File: src/rtl/command_issuer.sv
// command_issuer: program sequencer feeding the CONTROL decoder's command_code.
// A small program buffer is loaded while idle; on start the words are walked
// in order, one legal command per unstalled cycle, until a halt word, an
// illegal word, or the last buffer entry ends the run.
module command_issuer #(
  parameter int DEPTH = 16,
  parameter int AW    = 4
) (
  input  logic          clk_i,
  input  logic          rst_i,
  input  logic          load_en_i,
  input  logic [AW-1:0] load_addr_i,
  input  logic [15:0]   load_data_i,
  input  logic          start_i,
  input  logic          stall_i,
  output logic [15:0]   command_code_o,
  output logic          cmd_valid_o,
  output logic          busy_o,
  output logic          done_o,
  output logic          error_o,
  output logic [AW-1:0] pc_o,
  output logic [7:0]    issue_count_o
);

  typedef enum logic [1:0] {
    IDLE = 2'd0,
    RUN  = 2'd1,
    DONE = 2'd2
  } state_t;

  localparam logic [15:0] HALT_WORD  = 16'h0000;
  localparam logic [15:0] LEGAL_MAX  = 16'h0010;
  localparam logic [AW-1:0] LAST_PC  = AW'(DEPTH - 1);

  logic [15:0]   mem_q [DEPTH];

  state_t        state_q, state_d;
  logic [AW-1:0] pc_q, pc_d;
  logic [15:0]   code_q, code_d;
  logic          valid_q, valid_d;
  logic          error_q, error_d;
  logic [7:0]    count_q, count_d;

  logic [15:0]   fetch_word;
  logic          word_is_halt;
  logic          word_is_legal;
  logic          at_last_entry;
  logic [7:0]    count_inc;

  assign fetch_word    = mem_q[pc_q];
  assign word_is_halt  = (fetch_word == HALT_WORD);
  assign word_is_legal = (fetch_word != HALT_WORD) && (fetch_word <= LEGAL_MAX);
  assign at_last_entry = (pc_q == LAST_PC);
  assign count_inc     = (count_q == 8'hFF) ? count_q : count_q + 8'd1;

  // Program memory: writable only while idle, and deliberately not cleared by reset
  always_ff @(posedge clk_i) begin
    if (!rst_i && load_en_i && (state_q == IDLE)) begin
      mem_q[load_addr_i] <= load_data_i;
    end
  end

  // State and output registers, all returned to their reset values by rst
  always_ff @(posedge clk_i) begin
    if (rst_i) begin
      state_q <= IDLE;
      pc_q    <= '0;
      code_q  <= '0;
      valid_q <= 1'b0;
      error_q <= 1'b0;
      count_q <= '0;
    end else begin
      state_q <= state_d;
      pc_q    <= pc_d;
      code_q  <= code_d;
      valid_q <= valid_d;
      error_q <= error_d;
      count_q <= count_d;
    end
  end

  // Sequencing: everything holds by default and cmd_valid is a one-cycle strobe
  always_comb begin
    state_d = state_q;
    pc_d    = pc_q;
    code_d  = code_q;
    valid_d = 1'b0;
    error_d = error_q;
    count_d = count_q;

    unique case (state_q)
      IDLE: begin
        if (start_i) begin
          state_d = RUN;
          pc_d    = '0;
          count_d = '0;
          error_d = 1'b0;
        end
      end

      RUN: begin
        if (!stall_i) begin
          if (word_is_legal) begin
            code_d  = fetch_word;
            valid_d = 1'b1;
            count_d = count_inc;
            if (at_last_entry) begin
              pc_d    = '0;
              state_d = DONE;
            end else begin
              pc_d = pc_q + AW'(1);
            end
          end else if (word_is_halt) begin
            code_d  = '0;
            state_d = DONE;
          end else begin
            code_d  = '0;
            error_d = 1'b1;
            state_d = DONE;
          end
        end
      end

      DONE: begin
        state_d = IDLE;
      end

      default: begin
        state_d = IDLE;
      end
    endcase
  end

  assign command_code_o = code_q;
  assign cmd_valid_o    = valid_q;
  assign busy_o         = (state_q == RUN);
  assign done_o         = (state_q == DONE);
  assign error_o        = error_q;
  assign pc_o           = pc_q;
  assign issue_count_o  = count_q;

endmodule

File: config.mk
export PLATFORM = sky130hd
export DESIGN_NAME = command_issuer
export DESIGN_NICKNAME = d
export VERILOG_FILES = /design/src/rtl/command_issuer.sv
export SDC_FILE = /design/constraint.sdc
export NUM_CORES = 1
export LEC_CHECK = 0
export CELL_PAD_IN_SITES_DETAIL_PLACEMENT = 1
export CELL_PAD_IN_SITES_GLOBAL_PLACEMENT = 1
export CORE_MARGIN = 4
export CORE_UTILIZATION = 27
export CTS_BUF_LIST = sky130_fd_sc_hd__clkbuf_8
export DETAILED_ROUTE_END_ITERATION = 10
export GPL_ROUTABILITY_DRIVEN = 0
export HOLD_SLACK_MARGIN = 0.02
export PLACE_DENSITY_LB_ADDON = 0.1
export SETUP_SLACK_MARGIN = 0.02
export SLEW_MARGIN = 20
export SYNTH_ARGS = -nofsm -noshare
export SYNTH_HDL_FRONTEND = slang
export SYNTH_SLANG_ARGS = --single-unit
File: constraint.sdc
create_clock -name clk_i -period 2.6 [get_ports clk_i]
set_input_delay 0.26 -clock clk_i [delete_from_list [all_inputs] [get_ports clk_i]]
set_output_delay 0.26 -clock clk_i [all_outputs]
set_load 0.005 [all_outputs]
### After elaboration in Yosys (flattened, before gate mapping)

Memory sizes are Yosys's and may differ from the RTL's. A register that Yosys moved wholly into a read port is not among the register bits.
Index checks and enable logic that the tools add are counted.

* register bits: 32
* bits in writable memories: 256
* memories: 1
* word-level logic and storage cells: 63
* input bits: 25
* output and inout port bits: 32

* magnitude comparators: 1
* reductions and logical operators: 14
* bitwise logic cells: 2
* muxes and demuxes: 26
* equal/unequal tests: 11
* add/sub/neg operators: 2

Memories
* mem_q: depth 16, width 16, read ports 1, clocked after memory_dff 1, wr ports 1, RTL line 35 `logic [15:0] mem_q [DEPTH];`

Operators by type and width (number)
* $mux W8: 4
* $mux W4: 6
* $le A16 B5 Y1 const B: 1
* $logic_not A16 Y1: 1
* $mux W16: 1
* $pmux W8 S2: 1
* $reduce_bool A16 Y1: 1
* $ne A2 B2 Y1 const B: 5
* $reduce_and A5 Y1: 2
* $add A8 B1 Y8 const B: 1
* $eq A8 B8 Y1 const B: 1
* $mux W2: 4
* $pmux W4 S2: 1
* $mux W1: 7
* $add A4 B1 Y4 const B: 1
* $eq A4 B4 Y1 const B: 1
* $pmux W2 S2: 1
* $reduce_and A4 Y1: 1
* $logic_and A1 B1 Y1: 3
* $ne A3 B2 Y1 const B: 1
* $reduce_and A3 Y1: 1
* $reduce_or A3 Y1: 1
* $eq A2 B1 Y1 const B: 1
* $eq A2 B2 Y1 const B: 1
* other kinds (7): 8

### Longest topological paths before layout

* depth in word-level cells: 7
* gate-level depth with buffers: 12
* mapped depth without buffers: 8

### Worst setup path before layout

No wires, ideal clock.

* path kind: register to register
* start point: register (tool-made name)
* end point: register count_q[5], in the netlist issue_count_o[5]
* setup time: 0.070 ns
* stages on the path, launching flop included: 9
* data arrival time: 2.784 ns
* path buffers: 1
* setup slack: -0.254 ns
* path through: dfxtp_1 > buf_6 > mux4_1 > or4_1 > o311ai_4 > xnor2_1 > nand4_1 > or4b_1 > a21oi_1

RTL lines
* to (signal assigned): RTL line 78 `count_q <= count_d;`
* to (decl): RTL line 42 `logic [7:0] count_q, count_d;`

==> results.md <==
* Worst-path clk slew at 0.05 ns
* I/O Buffers at 56
* Unrepaired setup endpoints after global routing: yes
* Initial antenna violation count at 1
* Vias at between 6000 and 7000
* Cells after Synth at 614
* Leakage at 4.57 nW
* Post-synth top area share at 0.695
* Clock Skews at 0.0243 ns
* GRT Util Overall at 0.136
* Area growth, synth to finish at 28.7%
* Post-Route WL at 30.2 mm
* Fmax at 329 MHz
* GRT overflow at 0
* Post-Synthesis Net Count at approximately 640
* Worst-Margin Slew at around 0.87 ns
* Final WS setup at -0.444 ns
* Max-slew headroom at 0.420
* Dominant cells by area after synthesis: edfxtp_1, dfxtp_1, mux4_2
* Mapped Area at 11100 µm²
* Period utilization at 1.17
* Worst endpoint required time at approximately 3.1 ns
* Hold crit path type: primary input to flip-flop
* Rows at 73
* Slew Limit Fails at 0
* Clk_lat worst skew at 0.61 ns
* Die height at 210 µm
* Nature of the critical path startpoint: flip-flop
* Yosys warns at 0
* Clk sink count at 292
* Peak supply drop at about 0.34 mV
* Final Hold Fails at 0
* Async SR Flop Fraction at 0
* TritonCTS clock tree: done
* Die area at 44300 µm²
* Post-synth top flop: edfxtp_1
* CORE AREA at 40100 µm²
* Yosys cell types at 63
* Post-synth top area cell: edfxtp_1
* Most common cell after layout, fill and taps aside: edfxtp_1
* Setup crit end kind: flip-flop
* DR pass1 iterations at 4
* First-pass GRT wire length at between 40 and 50 mm
* Post-route setup TNS at -7.49 ns
* Mean Syn Cell Area at 18.0 µm²
* Register bit total from synthesis at 292
* Number of routed nets with antenna violations at 0
* Critical path class: flip-flop to flip-flop
* Pre-CTS setup slack at -0.780 ns
* Avg WL per Cell at around 22 µm
* Clock buffers created by TritonCTS at between 50 and 60
* Clock buffer depth at 3
* Via density per instance at 4.65
* Most frequent cells in the layout: edfxtp_1, buf_4, clkbuf_8, clkdlybuf4s50_1
* Number of enable flip-flop cells after synthesis at 256
* Final setup violation count at 24
* Layout net count at between 800 and 900
* Max H-tree Level at 2
* Placed cell areas at approximately 13000 µm²
* PwrDens at 649 nW/µm²
* DP HPWL at 20.0 mm
* Chip width at 210 µm
* Fin util at 0.355
* Initial Util at 0.276
* Vias in the first global route at about 6900
* FILL cells at 4032
* Hold-fix buffers at CTS at 0
* Worst-path fanout max at 7
* Failing checks: setup timing
* I/O Pins at 57
* Minimum clock period at ~3.0 ns
* Critical Path AT at roughly 3.6 ns
* Ratio of cells with drive above 1 in the final layout at 0.297
* Largest net degree at the start of global routing at 17
* DR iter-0 viols at 305
* Max-cap viol count at 0
* Final Cell Area at 14200 µm²
* Root Buffer: clkbuf_8
* Register area share after synthesis at 0.760
* Drt drc at 0
* Fin Hold WS at 0.414 ns
* Outcome: complete, but fails checks
## per-stage QoR
stage | cells | power (mW)
6_report | 1364 | 9.23
5_1_grt | 1363 | 9.68
4_1_cts | 1360 | 9.43
3_5_place_dp | 1258 | 5.47
3_3_place_gp | 1258 | 5.46
2_1_floorplan | 614 | 5.30
## worst max-delay path, stage by stage, from the launching register on
cell and delay (ns):
dfxtp_4 0.39, buf_12 0.12, mux4_2 0.51, or4_4 0.54
o311ai_4 0.32, xnor2_2 0.20, nand4_4 0.20, buf_6 0.18
or4_4 0.41, a21oi_1 0.13
## report_power, final
part	total (mW)	switching [mW]	leakage [nW]	internal (mW)
combinational	0.236	0.154	1.39	0.0822
clock	3.86	1.87	0.586	1.99
sequential	5.14	0.0112	2.60	5.13
total	9.23	2.04	4.57	7.20
## kinds of logic after synthesis
family                     count (synthesis)  synth area share
DFF                                      292             0.760
and+or+nand+nor                          185            0.0941
xor gates and xnor gates                   1          0.000792
adders and majority gates                  2           0.00226
AOI/OAI and AO/OA                         62            0.0419
muxes                                     43            0.0785
buffers and inverters                     29            0.0220
## cell usage after synthesis, types with 4 or more instances
cell,number
a211oi_1,8
a21oi_1,8
a22o_1,4
and2_1,13
buf_6,6
clkbuf_1,4
clkbuf_8,5
dfxtp_1,36
edfxtp_1,256
inv_1,6
mux2i_1,8
mux4_2,31
nand2_1,17
nand2b_1,10
nand3_1,13
nand4_1,4
nor2_1,40
nor2b_1,8
nor3_1,26
nor4_1,22
nor4b_1,4
o21ai_0,9
or4_1,6
## layout make-up
cell class | instances | area [µm²] | area share
Clock inverter | 42 | 178 | 0.0125
Timing Repair Buffer | 148 | 1540 | 0.108
Multi-Input combinational cell | 293 | 2640 | 0.185
Tap cell | 525 | 657 | 0.0462
Antenna cell | 1 | 2.50 | 0.000176
Clock buffer | 56 | 771 | 0.0542
Sequential cell | 292 | 8410 | 0.591
Inverter | 7 | 26.3 | 0.00185
## routing by layer
layer	track usage	up-vias	wire length (µm)
met2	0.226	141	14700
met3	0.0269	46	1410
met5	0	-	0
li1	-	2860	-
met1	0.180	3301	13500
met4	0.0425	0	633
## worst paths after layout
check                                 start  cells after the start                             end  slack, ns
max                               flip-flop                      9   issue_count_o[6]$_SDFFE_PP0P_      -0.44
min                                 stall_i                      3         state_q[1]$_SDFFE_PP0P_       0.41
max reg2reg                       flip-flop                      9   issue_count_o[6]$_SDFFE_PP0P_      -0.44
min reg2reg  command_code_o[7]$_SDFFE_PP0P_                      1  command_code_o[7]$_SDFFE_PP0P_       0.46
## flip-flops by register name, summed over array words and instances (netlist names), named ones only
name,flops
cmd_valid_o,1
pc_o,4
issue_count_o,8
command_code_o,16
error_o,1
mem_q,256
state_q,2
## repair_timing
action,CTS,global route
pin swaps,9,8
resized for setup,31,22
setup buffers,5,3
setup endpoints to repair,25,26
(Power assumes the default switching activity.)
